File: config.mk
export PLATFORM = sky130hd
export DESIGN_NAME = serial_config_rx
export DESIGN_NICKNAME = d
export VERILOG_FILES = /design/src/rtl/serial_config_rx.sv
export SDC_FILE = /design/constraint.sdc
export NUM_CORES = 1
export LEC_CHECK = 0
export CAP_MARGIN = 10
export CORE_MARGIN = 1
export CORE_UTILIZATION = 35
export DETAILED_ROUTE_END_ITERATION = 8
export PLACE_DENSITY = 0.53
export SETUP_SLACK_MARGIN = 0.4
export SLEW_MARGIN = 20
export SYNTH_ARGS = -nofsm -noshare
export SYNTH_HDL_FRONTEND = slang
export SYNTH_SLANG_ARGS = --single-unit
File: constraint.sdc
create_clock -name clk -period 5.8 [get_ports clk]
set_input_delay 0.87 -clock clk [delete_from_list [all_inputs] [get_ports clk]]
set_output_delay 0.87 -clock clk [all_outputs]
set_load 0.02 [all_outputs]
File: src/rtl/serial_config_rx.sv
// 3-wire configuration receiver: synchronises an asynchronous serial port, decodes
// 32-bit frames (12-bit header, 4-bit address, 16-bit data) and commits them to a 16x16 register file.
module serial_config_rx #(
  parameter int          SYNC_STAGES = 2,
  parameter logic [15:0] REG_RESET   = 16'h0000
) (
  input  logic        clk,
  input  logic        rst_n,
  input  logic        adc3wire_clk,
  input  logic        adc3wire_data,
  input  logic        adc3wire_strobe,
  input  logic [3:0]  rd_addr,
  output logic [15:0] rd_data,
  output logic        wr_pulse,
  output logic [3:0]  wr_addr,
  output logic [15:0] wr_data,
  output logic        frame_err,
  output logic        busy
);

  localparam logic [1:0]  S_IDLE   = 2'd0;
  localparam logic [1:0]  S_SHIFT  = 2'd1;
  localparam logic [1:0]  S_COMMIT = 2'd2;
  localparam logic [11:0] HDR_OK   = 12'h001;
  localparam logic [5:0]  CNT_FULL = 6'd32;
  localparam logic [5:0]  CNT_SAT  = 6'd33;

  logic [SYNC_STAGES-1:0] sclk_sync_q;
  logic [SYNC_STAGES-1:0] data_sync_q;
  logic [SYNC_STAGES-1:0] stb_sync_q;
  logic [SYNC_STAGES-1:0] sync_vld_q;

  logic        sclk_s, data_s, stb_s;
  logic        sclk_prev_q, stb_prev_q;
  logic        arm_q, arm_d;
  logic        pend_q, pend_d;
  logic [1:0]  state_q, state_d;
  logic [31:0] shift_q, shift_d;
  logic [5:0]  cnt_q, cnt_d;
  logic        wr_pulse_q, wr_pulse_d;
  logic        frame_err_q, frame_err_d;
  logic [3:0]  wr_addr_q, wr_addr_d;
  logic [15:0] wr_data_q, wr_data_d;
  logic [15:0] rd_data_q;
  logic [15:0] regfile_q [16];
  logic        we;
  logic        sclk_rise, stb_rise, stb_fall, frame_ok;

  // Synchroniser chains; strobe idles high. sync_vld_q marks when the chains hold real samples.
  always_ff @(posedge clk or negedge rst_n) begin
    if (!rst_n) begin
      sclk_sync_q <= '0;
      data_sync_q <= '0;
      stb_sync_q  <= '1;
      sync_vld_q  <= '0;
    end else begin
      sclk_sync_q <= {sclk_sync_q[SYNC_STAGES-2:0], adc3wire_clk};
      data_sync_q <= {data_sync_q[SYNC_STAGES-2:0], adc3wire_data};
      stb_sync_q  <= {stb_sync_q[SYNC_STAGES-2:0], adc3wire_strobe};
      sync_vld_q  <= {sync_vld_q[SYNC_STAGES-2:0], 1'b1};
    end
  end

  assign sclk_s = sclk_sync_q[SYNC_STAGES-1];
  assign data_s = data_sync_q[SYNC_STAGES-1];
  assign stb_s  = stb_sync_q[SYNC_STAGES-1];

  // A strobe already low at reset release must not start a frame: arm only after a real high.
  assign arm_d     = arm_q | (sync_vld_q[SYNC_STAGES-1] & stb_s);
  assign sclk_rise = sclk_s & ~sclk_prev_q;
  assign stb_rise  = stb_s & ~stb_prev_q;
  assign stb_fall  = arm_q & stb_prev_q & ~stb_s;
  assign frame_ok  = (cnt_q == CNT_FULL) && (shift_q[31:20] == HDR_OK);

  always_comb begin
    state_d     = state_q;
    shift_d     = shift_q;
    cnt_d       = cnt_q;
    pend_d      = pend_q;
    wr_pulse_d  = 1'b0;
    frame_err_d = 1'b0;
    wr_addr_d   = wr_addr_q;
    wr_data_d   = wr_data_q;
    we          = 1'b0;
    case (state_q)
      S_IDLE: begin
        pend_d = 1'b0;
        if (stb_fall || (pend_q && !stb_s)) begin
          state_d = S_SHIFT;
          shift_d = '0;
          cnt_d   = '0;
        end
      end
      S_SHIFT: begin
        // Strobe rise wins over a coincident clock edge; that edge is not sampled.
        if (stb_rise) begin
          state_d = S_COMMIT;
          if (frame_ok) begin
            we         = 1'b1;
            wr_pulse_d = 1'b1;
            wr_addr_d  = shift_q[19:16];
            wr_data_d  = shift_q[15:0];
          end else begin
            frame_err_d = 1'b1;
          end
        end else if (sclk_rise) begin
          shift_d = {shift_q[30:0], data_s};
          if (cnt_q != CNT_SAT) cnt_d = cnt_q + 6'd1;
        end
      end
      S_COMMIT: begin
        state_d = S_IDLE;
        if (stb_fall) pend_d = 1'b1;
      end
      default: state_d = S_IDLE;
    endcase
  end

  always_ff @(posedge clk or negedge rst_n) begin
    if (!rst_n) begin
      state_q     <= S_IDLE;
      shift_q     <= '0;
      cnt_q       <= '0;
      sclk_prev_q <= 1'b0;
      stb_prev_q  <= 1'b1;
      arm_q       <= 1'b0;
      pend_q      <= 1'b0;
      wr_pulse_q  <= 1'b0;
      frame_err_q <= 1'b0;
      wr_addr_q   <= '0;
      wr_data_q   <= '0;
    end else begin
      state_q     <= state_d;
      shift_q     <= shift_d;
      cnt_q       <= cnt_d;
      sclk_prev_q <= sclk_s;
      stb_prev_q  <= stb_s;
      arm_q       <= arm_d;
      pend_q      <= pend_d;
      wr_pulse_q  <= wr_pulse_d;
      frame_err_q <= frame_err_d;
      wr_addr_q   <= wr_addr_d;
      wr_data_q   <= wr_data_d;
    end
  end

  // Read samples the pre-write contents, so a same-cycle write shows up one cycle later.
  always_ff @(posedge clk or negedge rst_n) begin
    if (!rst_n) begin
      for (int i = 0; i < 16; i++) regfile_q[i] <= REG_RESET;
      rd_data_q <= REG_RESET;
    end else begin
      if (we) regfile_q[wr_addr_d] <= wr_data_d;
      rd_data_q <= regfile_q[rd_addr];
    end
  end

  assign rd_data   = rd_data_q;
  assign wr_pulse  = wr_pulse_q;
  assign wr_addr   = wr_addr_q;
  assign wr_data   = wr_data_q;
  assign frame_err = frame_err_q;
  assign busy      = (state_q == S_SHIFT);

endmodule

# After elaboration in Yosys (flattened, before gate mapping)

Cells that the tools add are included.

Flip-flop bits (word level): 346
Latch bits: 0
Bits in writable memories: 0
ROM bits: 0
Output and inout port bits: 39
Logic and storage cells: 102
Memories kept: 0

$add $sub $neg: 1
Multiply operators: 0
Div/mod/pow operators: 0
Magnitude comparators: 3
Equality and inequality tests: 11
Shifts and indexed selects: 0
Muxes and demuxes: 32
Bitwise logic cells: 11
Reductions and logical operators: 12

Operators with widths:

| kind                                                        | count |
|---|---|
| bitwise mux 256 bit                                         | 1 |
| 2-to-1 mux 16 bit                                           | 6 |
| 2-to-1 mux 32 bit                                           | 3 |
| binary-select mux 16 bit (select 4 bit)                     | 1 |
| demux 16 bit (select 4 bit)                                 | 1 |
| one-hot mux 32 bit (2 select lines)                         | 1 |
| 2-to-1 mux 6 bit                                            | 4 |
| equality test 12 x 1 -> 1 bit (second input constant)       | 1 |
| 2-to-1 mux 4 bit                                            | 3 |
| one-hot mux 6 bit (2 select lines)                          | 1 |
| >= comparator 5 bit (second input constant)                 | 2 |
| inverter 4 -> 5 bit                                         | 2 |
| 2-to-1 mux 1 bit                                            | 7 |
| adder 6 x 1 -> 6 bit (second input constant)                | 1 |
| equality test 6 bit (second input constant)                 | 1 |
| inequality test 2 x 1 -> 1 bit (second input constant)      | 3 |
| inequality test 2 bit (second input constant)               | 3 |
| inequality test 6 bit (second input constant)               | 1 |
| AND 1 bit                                                   | 5 |
| less-than comparator 5 x 1 -> 1 bit (second input constant) | 1 |
| AND reduction 5 bit                                         | 1 |
| 2-to-1 mux 2 bit                                            | 2 |
| one-hot mux 2 bit (2 select lines)                          | 1 |
| AND reduction 2 bit                                         | 2 |
| other kinds (11)                                            | 16 |

# Longest topological paths before layout

Gate-level depths: netlist (run 1).

Depth in word-level cells: 11
Gate-level depth with buffers: 9

# Worst setup path before layout (run 1)

No wires, ideal clock.

Kind: in2reg
Start point: input rd_addr[0]
End point: register rd_data_q[10], in the netlist rd_data[10]
Setup time: 0.124 ns
Arrival: 2.585 ns
Setup slack: 3.091 ns
Cell stages on the path: 5
Cell sequence: clkbuf_1 > buf_1 > mux4_2 > a22oi_1 > nand2_1

Longest elaborated chain between the ends: 4

RTL lines:

| what                                                  | line | RTL |
|---|---|---|
| start, declared                                       | 12   | `input logic [3:0] rd_addr,` |
| inverter 4 -> 5 bit (implied by the code)             | 154  | `rd_data_q <= regfile_q[rd_addr];` |
| binary-select mux 16 bit (select 4 bit)               | 154  |  |
| 2-to-1 mux 16 bit (implied by the code) (2 in series) | 154  |  |
| end signal, assigned                                  | 154  |  |
| end, declared                                         | 44   | `logic [15:0] rd_data_q;` |

Every way passes these cells. The select of a mux whose other input is x is not followed.
A chain may end at the register's enable or synchronous reset.

# Worst setup path in the final report (run 1)

Start point: register stb_sync_q[1]
End point: register wr_data_q[9], in the netlist wr_data[9]

Longest elaborated chain between the ends: 3

RTL lines:

| what                   | line | RTL |
|---|---|---|
| start, declared        | 30   | `logic [SYNC_STAGES-1:0] stb_sync_q;` |
| start signal, assigned | 59   | `stb_sync_q <= {stb_sync_q[SYNC_STAGES-2:0], adc3wire_strobe};` |
| AND 1 bit              | 71   | `assign stb_rise = stb_s & ~stb_prev_q;` |
| 2-to-1 mux 16 bit      | 96   | `if (stb_rise) begin` |
| 2-to-1 mux 16 bit      | 85   | `case (state_q)` |
| named net wr_data_d[9] | 43   | `logic [15:0] wr_data_q, wr_data_d;` |
| end signal, assigned   | 143  | `wr_data_q <= wr_data_d;` |
| end, declared          | 43   |  |

The timed path passes the listed nets, and every way through them passes these cells.

==> out/metrics.csv, run 1 <==
metric;value;unit
min-delay worst type;primary input to async pin;
Post-CTS Hold Buffers;0;
top cells by count, synth;343 x dfrtp_1, 194 x mux2_2, 80 x mux2_4, 64 x mux4_2, 39 x clkbuf_1;
gr usage total;0.165;
post-synthesis xor/xnor area fraction;0;
count of final setup violators;0;
synth unique cells;44;
Root Buffer Master;clkbuf_16;
CTS Buf Count;40;
WP data required;6.24;ns
Die Ht;211;um
sequential share of the synthesized area;0.565;
EDFF count, synth;0;
H-tree depth;2;
Pleak;8.27;nW
initial antenna violation count;0;
GRT overflow;0;
P_sw;1.20;mW
CTS tree;built;
Pre-antenna DRT Iters;4;
largest net degree at the start of global routing;118;
Avg Cell Area, Syn;16.4;sq um
post-synth top area share;0.560;
post-synthesis simple-gate area fraction;0.0464;
Final Util;0.408;
fmax;341;MHz
sequential power share;0.478;
Mapped Cells;933;
proportion of layout cells with a drive suffix above 1;0.463;
most common cell in the netlist;dfrtp_1;
WP data arrival;3.37;ns
Max Buffers Root-to-Sink;3;
crit path kind;flip-flop to flip-flop;
# fillers;3969;
Adder-Cell Fraction of Synth Area;0.00245;
HPWL after DPL;19800;um
core outline area;0.0432;sq mm
drt drc;0;
crit-path max FO;20;
Area growth, synth to finish;15.1;%
clock sink total;346;
max-cap violation count;0;
Die W;211;um
WL final;34300;um
fin area;0.0176;sq mm
largest family of logic cells by synthesized area;multiplexers;
placed cell area;0.0163;sq mm
Clk pwr share;0.476;
Max Slew Vio Count;0;
GPL Wtd Cong;0.713;
Post-synth top flop;dfrtp_1;
WL/cell;21.6;um
sw frac;0.231;
DR vias/cell;5.06;
first-iteration detailed-routing DRC count;402;
sum of negative setup slack;0;ns
reg2reg path depth;6;
Final Net Count;980;
Clk pin slew, worst setup/hold paths;0.06;ns
synthesized area;0.0153;sq mm
full die area;0.0446;sq mm
fin crit period;2.93;ns
first-pass GRT wire length;55200;um
syn_nets;945;
period utilisation layout;0.506;
Async SR Flop Fraction;1.00;
ranking of synthesized cells by area;dfrtp_1 56%, mux2_2 14%, mux4_2 9.4%;
mux share of post-synthesis cell area;0.319;
critical path startpoint category;flip-flop;
post-route ant nets;0;
Crit. End Element;flip-flop;
warnings from Yosys;0;
number of global-route vias before repair;8767;
Initial Util;0.355;
row cnt;76;
PnR worst setup slack;2.87;ns
Post-CTS Setup Repair Bufs;0;
Port Buffer Count;47;
RSZ-0062 raised after global routing;false;
io pins;48;
Compound-Gate Fraction of Synth Area;0.0369;
logic gate share of total power;0.046;
Placement Setup Slack;2.56;ns
DR vias;8009;
final hold vios;0;
Clock Latency Late Sink;0.55;ns
Synth Register Bits;346;
Yosys top cell by area;dfrtp_1;
Slew Limit Headroom;0.295;
VDD IR max;0.000178;V
clock skew;0.0249;ns
Worst-Margin Slew;1.06;ns
internal power;4.00;mW
Pwr Density;295;mW/mm^2
post-CTS sizing;0;
outcome;finished clean;
path summary, 6_finish.rpt:
kind,slack [ns],startpoint,endpoint
max,2.87,stb_sync_q[1],wr_data[9]
min,0.33,rst_n,cnt_q[4]
max reg2reg,2.87,stb_sync_q[1],wr_data[9]
min reg2reg,0.35,sync_vld_q[0],sync_vld_q[1]
max in group asynchronous,3.98,rst_n,regfile_q[46]
min in group clk,0.35,sync_vld_q[0],sync_vld_q[1]
cell families (layout without fill, tap and decap cells):
kind of cell    after synthesis  in the layout
flops                       346            346
compound gates               71             71
mux                         344            344
other cells                   1              2
buf+inv                      86            151
simple gates                 82             82
fa+ha+maj                     3              3
worst max-delay path, cell delays in order, from the launching register on:
cell     delay, ns
dfstp_2       0.58
and2b_1       0.20
nand2_1       0.15
inv_2         0.11
nand3_4       0.36
nor2_2        0.97
mux2_2        0.42
metal layers:
layer  vias to the layer above  global-route usage  routed length, um
met3                        49              0.0265               1260
met1                      4308               0.241              16500
met2                       109               0.248              15700
met4                         0              0.0527                727
met5                         -                   0                  0
li1                       3543                   -                  -
state kept, by name, summed over array words and instances (netlist names), 2 cells and up:
signal	count
cnt_q	6
data_sync_q	2
rd_data	16
regfile_q	256
sclk_sync_q	2
shift_q	32
state_q	2
stb_sync_q	2
sync_vld_q	2
wr_addr	4
wr_data	16
stage by stage:
step / hold slack [ns] / instances / power [mW]
2_1_floorplan: 0.331 / 933 / 2.65
3_3_place_gp: 0.336 / 1511 / 2.77
3_5_place_dp: 0.336 / 1511 / 2.77
4_1_cts: 0.350 / 1583 / 5.30
5_1_grt: 0.365 / 1583 / 5.42
6_report: 0.326 / 1584 / 5.20
cell type report:
| class | instances | area (sq um) | share of cell area |
|---|---|---|---|
| Sequential cell | 346 | 8660 | 0.491 |
| Timing Repair Buffer | 75 | 691 | 0.0392 |
| Tap cell | 585 | 732 | 0.0415 |
| Inverter | 4 | 15.0 | 0.000851 |
| Clock inverter | 9 | 85.1 | 0.00483 |
| Antenna cell | 1 | 2.50 | 0.000142 |
| Multi-Input combinational cell | 501 | 6230 | 0.353 |
| Clock buffer | 63 | 1220 | 0.0692 |
cells in the final DEF, fill, tap and decap left out, types with 2 or more instances in the layout:
| cell type | instances |
|---|---|
| a22o_1 | 32 |
| a22oi_1 | 32 |
| buf_4 | 28 |
| clkbuf_1 | 12 |
| clkbuf_16 | 42 |
| clkbuf_8 | 9 |
| clkdlybuf4s50_1 | 44 |
| clkinv_2 | 6 |
| dfrtp_1 | 343 |
| dfstp_2 | 3 |
| ha_1 | 3 |
| inv_1 | 2 |
| inv_2 | 2 |
| mux2_1 | 2 |
| mux2_2 | 194 |
| mux2_4 | 80 |
| mux2i_1 | 4 |
| mux4_2 | 64 |
| nand2_1 | 28 |
| nand2b_1 | 7 |
| nand3_4 | 2 |
| nand4_1 | 3 |
| nor2_1 | 8 |
| nor2_2 | 2 |
| nor2b_1 | 2 |
| nor4_4 | 16 |
| o21ai_0 | 2 |
| or2_2 | 3 |
power groups by stage:
stage | sequential [mW] | clock [mW] | combinational [mW]
3_3_place_gp | 2.53 | 0 | 0.248
2_1_floorplan | 2.50 | 0 | 0.156
4_1_cts | 2.48 | 2.57 | 0.248
3_5_place_dp | 2.53 | 0 | 0.246
5_1_grt | 2.49 | 2.66 | 0.270
6_report | 2.48 | 2.47 | 0.240
Power figures use the tool's default switching activity.
==> inputs of run 2 (changes only) <==
--- a/config.mk
+++ b/config.mk
@@ -9,7 +9,7 @@
 export CORE_MARGIN = 1
 export CORE_UTILIZATION = 35
 export DETAILED_ROUTE_END_ITERATION = 8
-export PLACE_DENSITY = 0.53
+export PLACE_DENSITY = 0.55
 export SETUP_SLACK_MARGIN = 0.4
 export SLEW_MARGIN = 20
 export SYNTH_ARGS = -nofsm -noshare
==> constraint.sdc (replaced) <==
create_clock -name clk -period 2.5 [get_ports clk]
set_input_delay 0.375 -clock clk [delete_from_list [all_inputs] [get_ports clk]]
set_output_delay 0.375 -clock clk [all_outputs]
set_load 0.02 [all_outputs]
==> out/metrics.csv, run 2 (synthesis results as in run 1) <==
metric;value;unit;change
Metal-1 WL;19000;um;was 16500 um
biggest regs;regfile_q: 256 flops, shift_q: 32 flops;;unchanged
Max Slew Vio Count;0;;unchanged
largest delay contributor family on the critical path;simple AND/OR/NAND/NOR gates;;unchanged
Critical Path, Cell by Cell;nor4b_4 > buf_4 > nand3_1 > nor4_4 > buf_6 > buf_12 > mux2_2;;was and2b_1 > nand2_1 > inv_2 > nand3_4 > nor2_2 > mux2_2
clock skew;0.0279;ns;was 0.0249 ns
row cnt;76;;unchanged
Port Buffer Count;47;;unchanged
Max Buffers Root-to-Sink;3;;unchanged
clock sink total;346;;unchanged
GRT overflow;0;;unchanged
Final Net Count;1039;;was 980
HPWL after DPL;21500;um;was 19800 um
first-pass GRT wire length;59600;um;was 55200 um
Initial Util;0.355;;unchanged
worst path bufs/invs;3;;was 1
crit path kind;flip-flop to flip-flop;;unchanged
Worst-Margin Slew;1.01;ns;was 1.06 ns
final hold vios;0;;unchanged
Pwr Total;12.2;mW;was 5.20 mW
Largest Register;regfile_q;;unchanged
number of global-route vias before repair;9114;;was 8767
io pins;48;;unchanged
Crit path depth;7;;was 6
RSZ-0062 raised after global routing;true;;was false
Placement Setup Slack;0.139;ns;was 2.56 ns
wire length on met3;1240;um;was 1260 um
Hold Path Cell Cnt;1;;
Area growth, synth to finish;25.6;%;was 15.1%
VDD IR max;0.000414;V;was 0.000178 V
crit-path max FO;8;;was 20
Root Buffer Master;clkbuf_16;;unchanged
fin crit period;2.30;ns;was 2.93 ns
initial antenna violation count;0;;unchanged
largest net degree at the start of global routing;66;;was 118
Final Instance Count excl. Fillers;1640;;was 1584
Pwr Density;632;mW/mm^2;was 295 mW/mm^2
Crit. End Element;flip-flop;;unchanged
drt drc;0;;unchanged
max layer used;met4;;unchanged
Die W;211;um;unchanged
outcome;finished clean;;unchanged
Die Ht;211;um;unchanged
Clock Latency Late Sink;0.56;ns;was 0.55 ns
sum of negative setup slack;0;ns;unchanged
gr usage total;0.178;;was 0.165
period utilisation layout;0.922;;was 0.506
max-cap violation count;0;;unchanged
GPL Wtd Cong;0.745;;was 0.713
critical path startpoint category;flip-flop;;unchanged
commonest non-fill, non-tap cell in the layout;dfrtp_1;;unchanged
crit-path max cell delay;0.45;ns;was 0.97 ns
WL/cell;23.3;um;was 21.6 um
number of flip-flops under the largest register name;256;;unchanged
H-tree depth;2;;unchanged
reg2reg path depth;7;;was 6
WL final;38200;um;was 34300 um
count of final setup violators;0;;unchanged
full die area;0.0446;sq mm;unchanged
DR vias/cell;5.15;;was 5.06
min-delay worst type;primary input to flip-flop;;was primary input to async pin
r2r setup slk;0.20;ns;was 2.87 ns
core outline area;0.0432;sq mm;unchanged
Clk pin slew, worst setup/hold paths;0.06;ns;about the same
CTS tree;built;;unchanged
proportion of layout cells with a drive suffix above 1;0.508;;was 0.463
most frequent cells in the layout;341 x dfrtp_1, 217 x mux2_4, 64 x mux4_2, 59 x mux2_2;;was 343 x dfrtp_1, 194 x mux2_2, 80 x mux2_4, 64 x mux4_2, 44 x clkdlybuf4s50_1
first-iteration detailed-routing DRC count;460;;was 402
Pleak;8.87;nW;was 8.27 nW
WP data required;2.92;ns;was 6.24 ns
Pre-antenna DRT Iters;4;;unchanged
PnR worst setup slack;0.195;ns;was 2.87 ns
WP data arrival;2.73;ns;was 3.37 ns
Slew Limit Headroom;0.323;;was 0.295
fmax;434;MHz;was 341 MHz
DR vias;8452;;was 8009
ANT cells;0;;was 1
# placed instances;1527;;was 1511
post-route ant nets;0;;unchanged
slowest stage cell, crit path;dfrtp_2;;was nor2_2
wire length on met2;17300;um;was 15700 um
CTS Buf Count;39;;was 40
[run 2: cell types whose count changed in the layout (fill, tap and decap cells not counted), moves of 10 or more]
cell / delta
buf_12: +26
buf_6: +13
buf_8: +10
mux2_2: -135
mux2_4: +137
[run 2: per-layer routing]
metal  vias up  track usage
met3        51       0.0269
met5         -            0
met1      4630        0.272
met2       132        0.260
met4         0       0.0495
li1       3639            -
[run 2: area by class of cell]
type | instances | area [sq um]
repair buffers | 135 | 1780
well taps | 585 | 732
clock inverters | 19 | 176
clock buffers | 50 | 1090
fillers | 3815 | 23900
flip-flops and latches | 346 | 8660
multi-input cells | 501 | 6790
inverters | 4 | 15.0
[run 2: worst paths after layout]
check                               from             end
setup reg to reg                cnt_q[3]  regfile_q[243]
hold reg to reg            sync_vld_q[0]   sync_vld_q[1]
setup / recovery                cnt_q[3]  regfile_q[243]
max in group asynchronous          rst_n   regfile_q[51]
min in group asynchronous          rst_n   regfile_q[42]
hold / removal              adc3wire_clk  sclk_sync_q[0]
[run 2: stage by stage]
step                utilization  cell area (sq um)  hold slack (ns)
floorplan                     -              15700           0.0794
global placement          0.395              17100            0.311
detailed placement        0.395              17100            0.307
CTS                       0.440              19000            0.235
global route              0.446              19300            0.243
finish                    0.446              19300            0.262
[run 2: worst register-to-register path, delay by kind of cell (launching register included)]
family        cells  cell delay [ns]
simple gates      3             0.87
buf+inv           3             0.49
flops             1             0.45
mux               1             0.35
[run 2: what timing repair did]
action                                 4_1_cts  5_1_grt
buffers inserted                            20        9
setup endpoints to repair                  268      256
gates resized for setup                     85       28
hold buffers                                 1        0
endpoints found under the hold margin       35        0
cloned                                       9        5
pin swaps                                    5        5
[run 2: where the power goes]
part	switching, mW	leakage (nW)	internal, mW
logic	0.447	3.46	0.277
registers	0.110	4.80	5.65
clock network	2.37	0.615	3.30
==> inputs of run 3 (changes only) <==
--- a/config.mk
+++ b/config.mk
@@ -5,11 +5,12 @@
 export SDC_FILE = /design/constraint.sdc
 export NUM_CORES = 1
 export LEC_CHECK = 0
-export CAP_MARGIN = 10
+export CAP_MARGIN = 0
+export CORE_ASPECT_RATIO = 0.5
 export CORE_MARGIN = 1
-export CORE_UTILIZATION = 35
+export CORE_UTILIZATION = 45
 export DETAILED_ROUTE_END_ITERATION = 8
-export PLACE_DENSITY = 0.55
+export PLACE_DENSITY = 0.67
 export SETUP_SLACK_MARGIN = 0.4
 export SLEW_MARGIN = 20
 export SYNTH_ARGS = -nofsm -noshare
==> out/metrics.csv, run 3 (synthesis results as in run 1) <==
metric;value;unit;change
DR vias/cell;5.78;;was 5.15
number of global-route vias before repair;9467;;was 9114
WL final;38400;um;was 38200 um
reg2reg path depth;9;;was 7
Root Buffer Master;clkbuf_16;;unchanged
crit-path max FO;8;;unchanged
io pins;48;;unchanged
crit path kind;flip-flop to flip-flop;;unchanged
fin crit period;2.36;ns;was 2.30 ns
ANT cells;0;;unchanged
number of flip-flops under the largest register name;256;;unchanged
CTS tree;built;;unchanged
count of final setup violators;0;;unchanged
VDD IR max;0.000340;V;was 0.000414 V
sum of negative setup slack;0;ns;unchanged
DR vias;8758;;was 8452
hold path startpoint;adc3wire_strobe;;was adc3wire_clk
Clock Latency Late Sink;0.52;ns;was 0.56 ns
register area;0.00866;sq mm;about the same
Largest Register;regfile_q;;unchanged
Final Net Count;1059;;was 1039
Max Slew Vio Count;0;;unchanged
clock skew;0.0140;ns;was 0.0279 ns
multi-input logic area;0.00681;sq mm;was 0.00679 sq mm
Area growth, synth to finish;26.1;%;was 25.6%
gr usage total;0.220;;was 0.178
H-tree depth;2;;unchanged
final hold vios;0;;unchanged
commonest non-fill, non-tap cell in the layout;dfrtp_1;;unchanged
Max Buffers Root-to-Sink;3;;unchanged
# fillers;2436;;was 3815
slowest stage cell, crit path;dfrtp_1;;was dfrtp_2
HPWL after DPL;21300;um;was 21500 um
Slew Limit Headroom;0.278;;was 0.323
biggest regs;regfile_q: 256 flops, shift_q: 32 flops;;unchanged
first-pass GRT wire length;58500;um;was 59600 um
PnR worst setup slack;0.140;ns;was 0.195 ns
Pwr Density;629;mW/mm^2;was 632 mW/mm^2
outcome;finished clean;;unchanged
GPL Wtd Cong;0.765;;was 0.745
Port Buffer Count;47;;unchanged
FF-to-FF End;regfile_q[58];;was regfile_q[243]
Crit. End Element;flip-flop;;unchanged
max-cap violation count;0;;unchanged
WL/cell;25.3;um;was 23.3 um
GRT overflow;0;;unchanged
Critical Path, Cell by Cell;nor4_4 > nand3_4 > buf_12 > buf_8 > buf_6 > nor4_4 > buf_6 > buf_16 > mux2_4;;was nor4b_4 > buf_4 > nand3_1 > nor4_4 > buf_6 > buf_12 > mux2_2
r2r setup slk;0.14;ns;was 0.20 ns
Pleak;9.00;nW;was 8.87 nW
FF-to-FF Start;shift_q[26];;was cnt_q[3]
Die Ht;132;um;was 211 um
WP data arrival;2.76;ns;was 2.73 ns
Initial Util;0.460;;was 0.355
CTS Buf Count;34;;was 39
Die W;263;um;was 211 um
critical path startpoint category;flip-flop;;unchanged
WP data required;2.90;ns;was 2.92 ns
drt drc;0;;unchanged
fmax;424;MHz;was 434 MHz
initial antenna violation count;0;;unchanged
min-delay worst type;primary input to flip-flop;;unchanged
post-route ant nets;0;;unchanged
RSZ-0062 raised after global routing;true;;unchanged
proportion of layout cells with a drive suffix above 1;0.514;;was 0.508
Placement Setup Slack;0.0556;ns;was 0.139 ns
crit-path max cell delay;0.41;ns;was 0.45 ns
Clk pin slew, worst setup/hold paths;0.06;ns;about the same
Worst Hold End;stb_sync_q[0];;was sclk_sync_q[0]
first-iteration detailed-routing DRC count;633;;was 460
Pre-antenna DRT Iters;5;;was 4
Hold Path Cell Cnt;1;;unchanged
core outline area;0.0333;sq mm;was 0.0432 sq mm
largest net degree at the start of global routing;68;;was 66
row cnt;47;;was 76
clock sink total;346;;unchanged
most frequent cells in the layout;342 x dfrtp_1, 221 x mux2_4, 64 x mux4_2, 55 x mux2_2, 43 x clkdlybuf4s50_1;;was 341 x dfrtp_1, 217 x mux2_4, 64 x mux4_2, 59 x mux2_2
full die area;0.0348;sq mm;was 0.0446 sq mm
Worst-Margin Slew;1.08;ns;was 1.01 ns
period utilisation layout;0.944;;was 0.922
==> run 3: changes by cell type in the layout (fill, tap and decap cells not counted), moves of 5 or more <==
cell,before,now
buf_6,13,25
buf_4,28,38
clkinv_2,9,2
buf_12,27,33
clkbuf_8,5,11
clkbuf_16,43,38
==> run 3: timing repair <==
| item | CTS | global route |
|---|---|---|
| setup endpoints to repair | 277 | 277 |
| hold buffers | 1 | 0 |
| endpoints found under the hold margin | 54 | 0 |
| cloned | 9 | 5 |
| pin swaps | 9 | 14 |
| buffers inserted | 39 | 13 |
| gates resized for setup | 99 | 69 |
==> run 3: cell type report <==
class / count / area share
inverter: 4 / 0.000907
clock inverter: 8 / 0.00751
clock buffer: 54 / 0.0569
timing repair buffer: 160 / 0.105
tap: 441 / 0.0286
multi-input combinational: 501 / 0.352
sequential: 346 / 0.448
==> run 3: worst max-delay path by stage <==
stage                                end           from  slack [ns]  cells after the start
after floorplan           regfile_q[149]       cnt_q[0]        0.07                      8
after detailed placement   regfile_q[99]  stb_sync_q[1]        0.06                      8
after CTS                 regfile_q[237]       cnt_q[1]        0.14                     11
after global placement    regfile_q[100]  stb_sync_q[1]        0.15                      8
final                      regfile_q[58]    shift_q[26]        0.14                      9
after global routing      regfile_q[227]       cnt_q[2]        0.06                      9
==> run 3: layer usage <==
| metal | part of all wire | vias to the layer above | track usage |
|---|---|---|---|
| li1 | - | 3682 | - |
| met1 | 0.45 | 4776 | 0.320 |
| met2 | 0.46 | 248 | 0.338 |
| met3 | 0.070 | 50 | 0.0510 |
| met4 | 0.016 | 2 | 0.0507 |
| met5 | 0.0021 | - | 0 |
==> run 3: per-stage QoR <==
step / cells / power, mW / hold WS [ns] / area (sq um) / utilization
CTS: 1496 / 12.2 / 0.245 / 18900 / 0.568
finish: 1514 / 12.2 / 0.266 / 19300 / 0.581
floorplan: 933 / 6.16 / 0.0794 / 15700 / -
detailed placement: 1385 / 6.49 / 0.340 / 16800 / 0.505
global placement: 1385 / 6.46 / 0.332 / 16800 / 0.505
global route: 1514 / 12.6 / 0.251 / 19300 / 0.581
==> run 3: where the power goes <==
group / switching (mW) / total [mW] / internal [mW]
Sequential: 0.114 / 5.76 / 5.65
Clock: 2.19 / 5.63 / 3.44
Combinational: 0.464 / 0.771 / 0.306
==> run 3: worst max-delay path, delay by kind of cell, from the launching register on <==
family / cells / cell delay [ns]
buffers and inverters: 5 / 0.76
flip-flops: 1 / 0.41
multiplexers: 1 / 0.30
AND/OR/NAND/NOR: 3 / 0.76
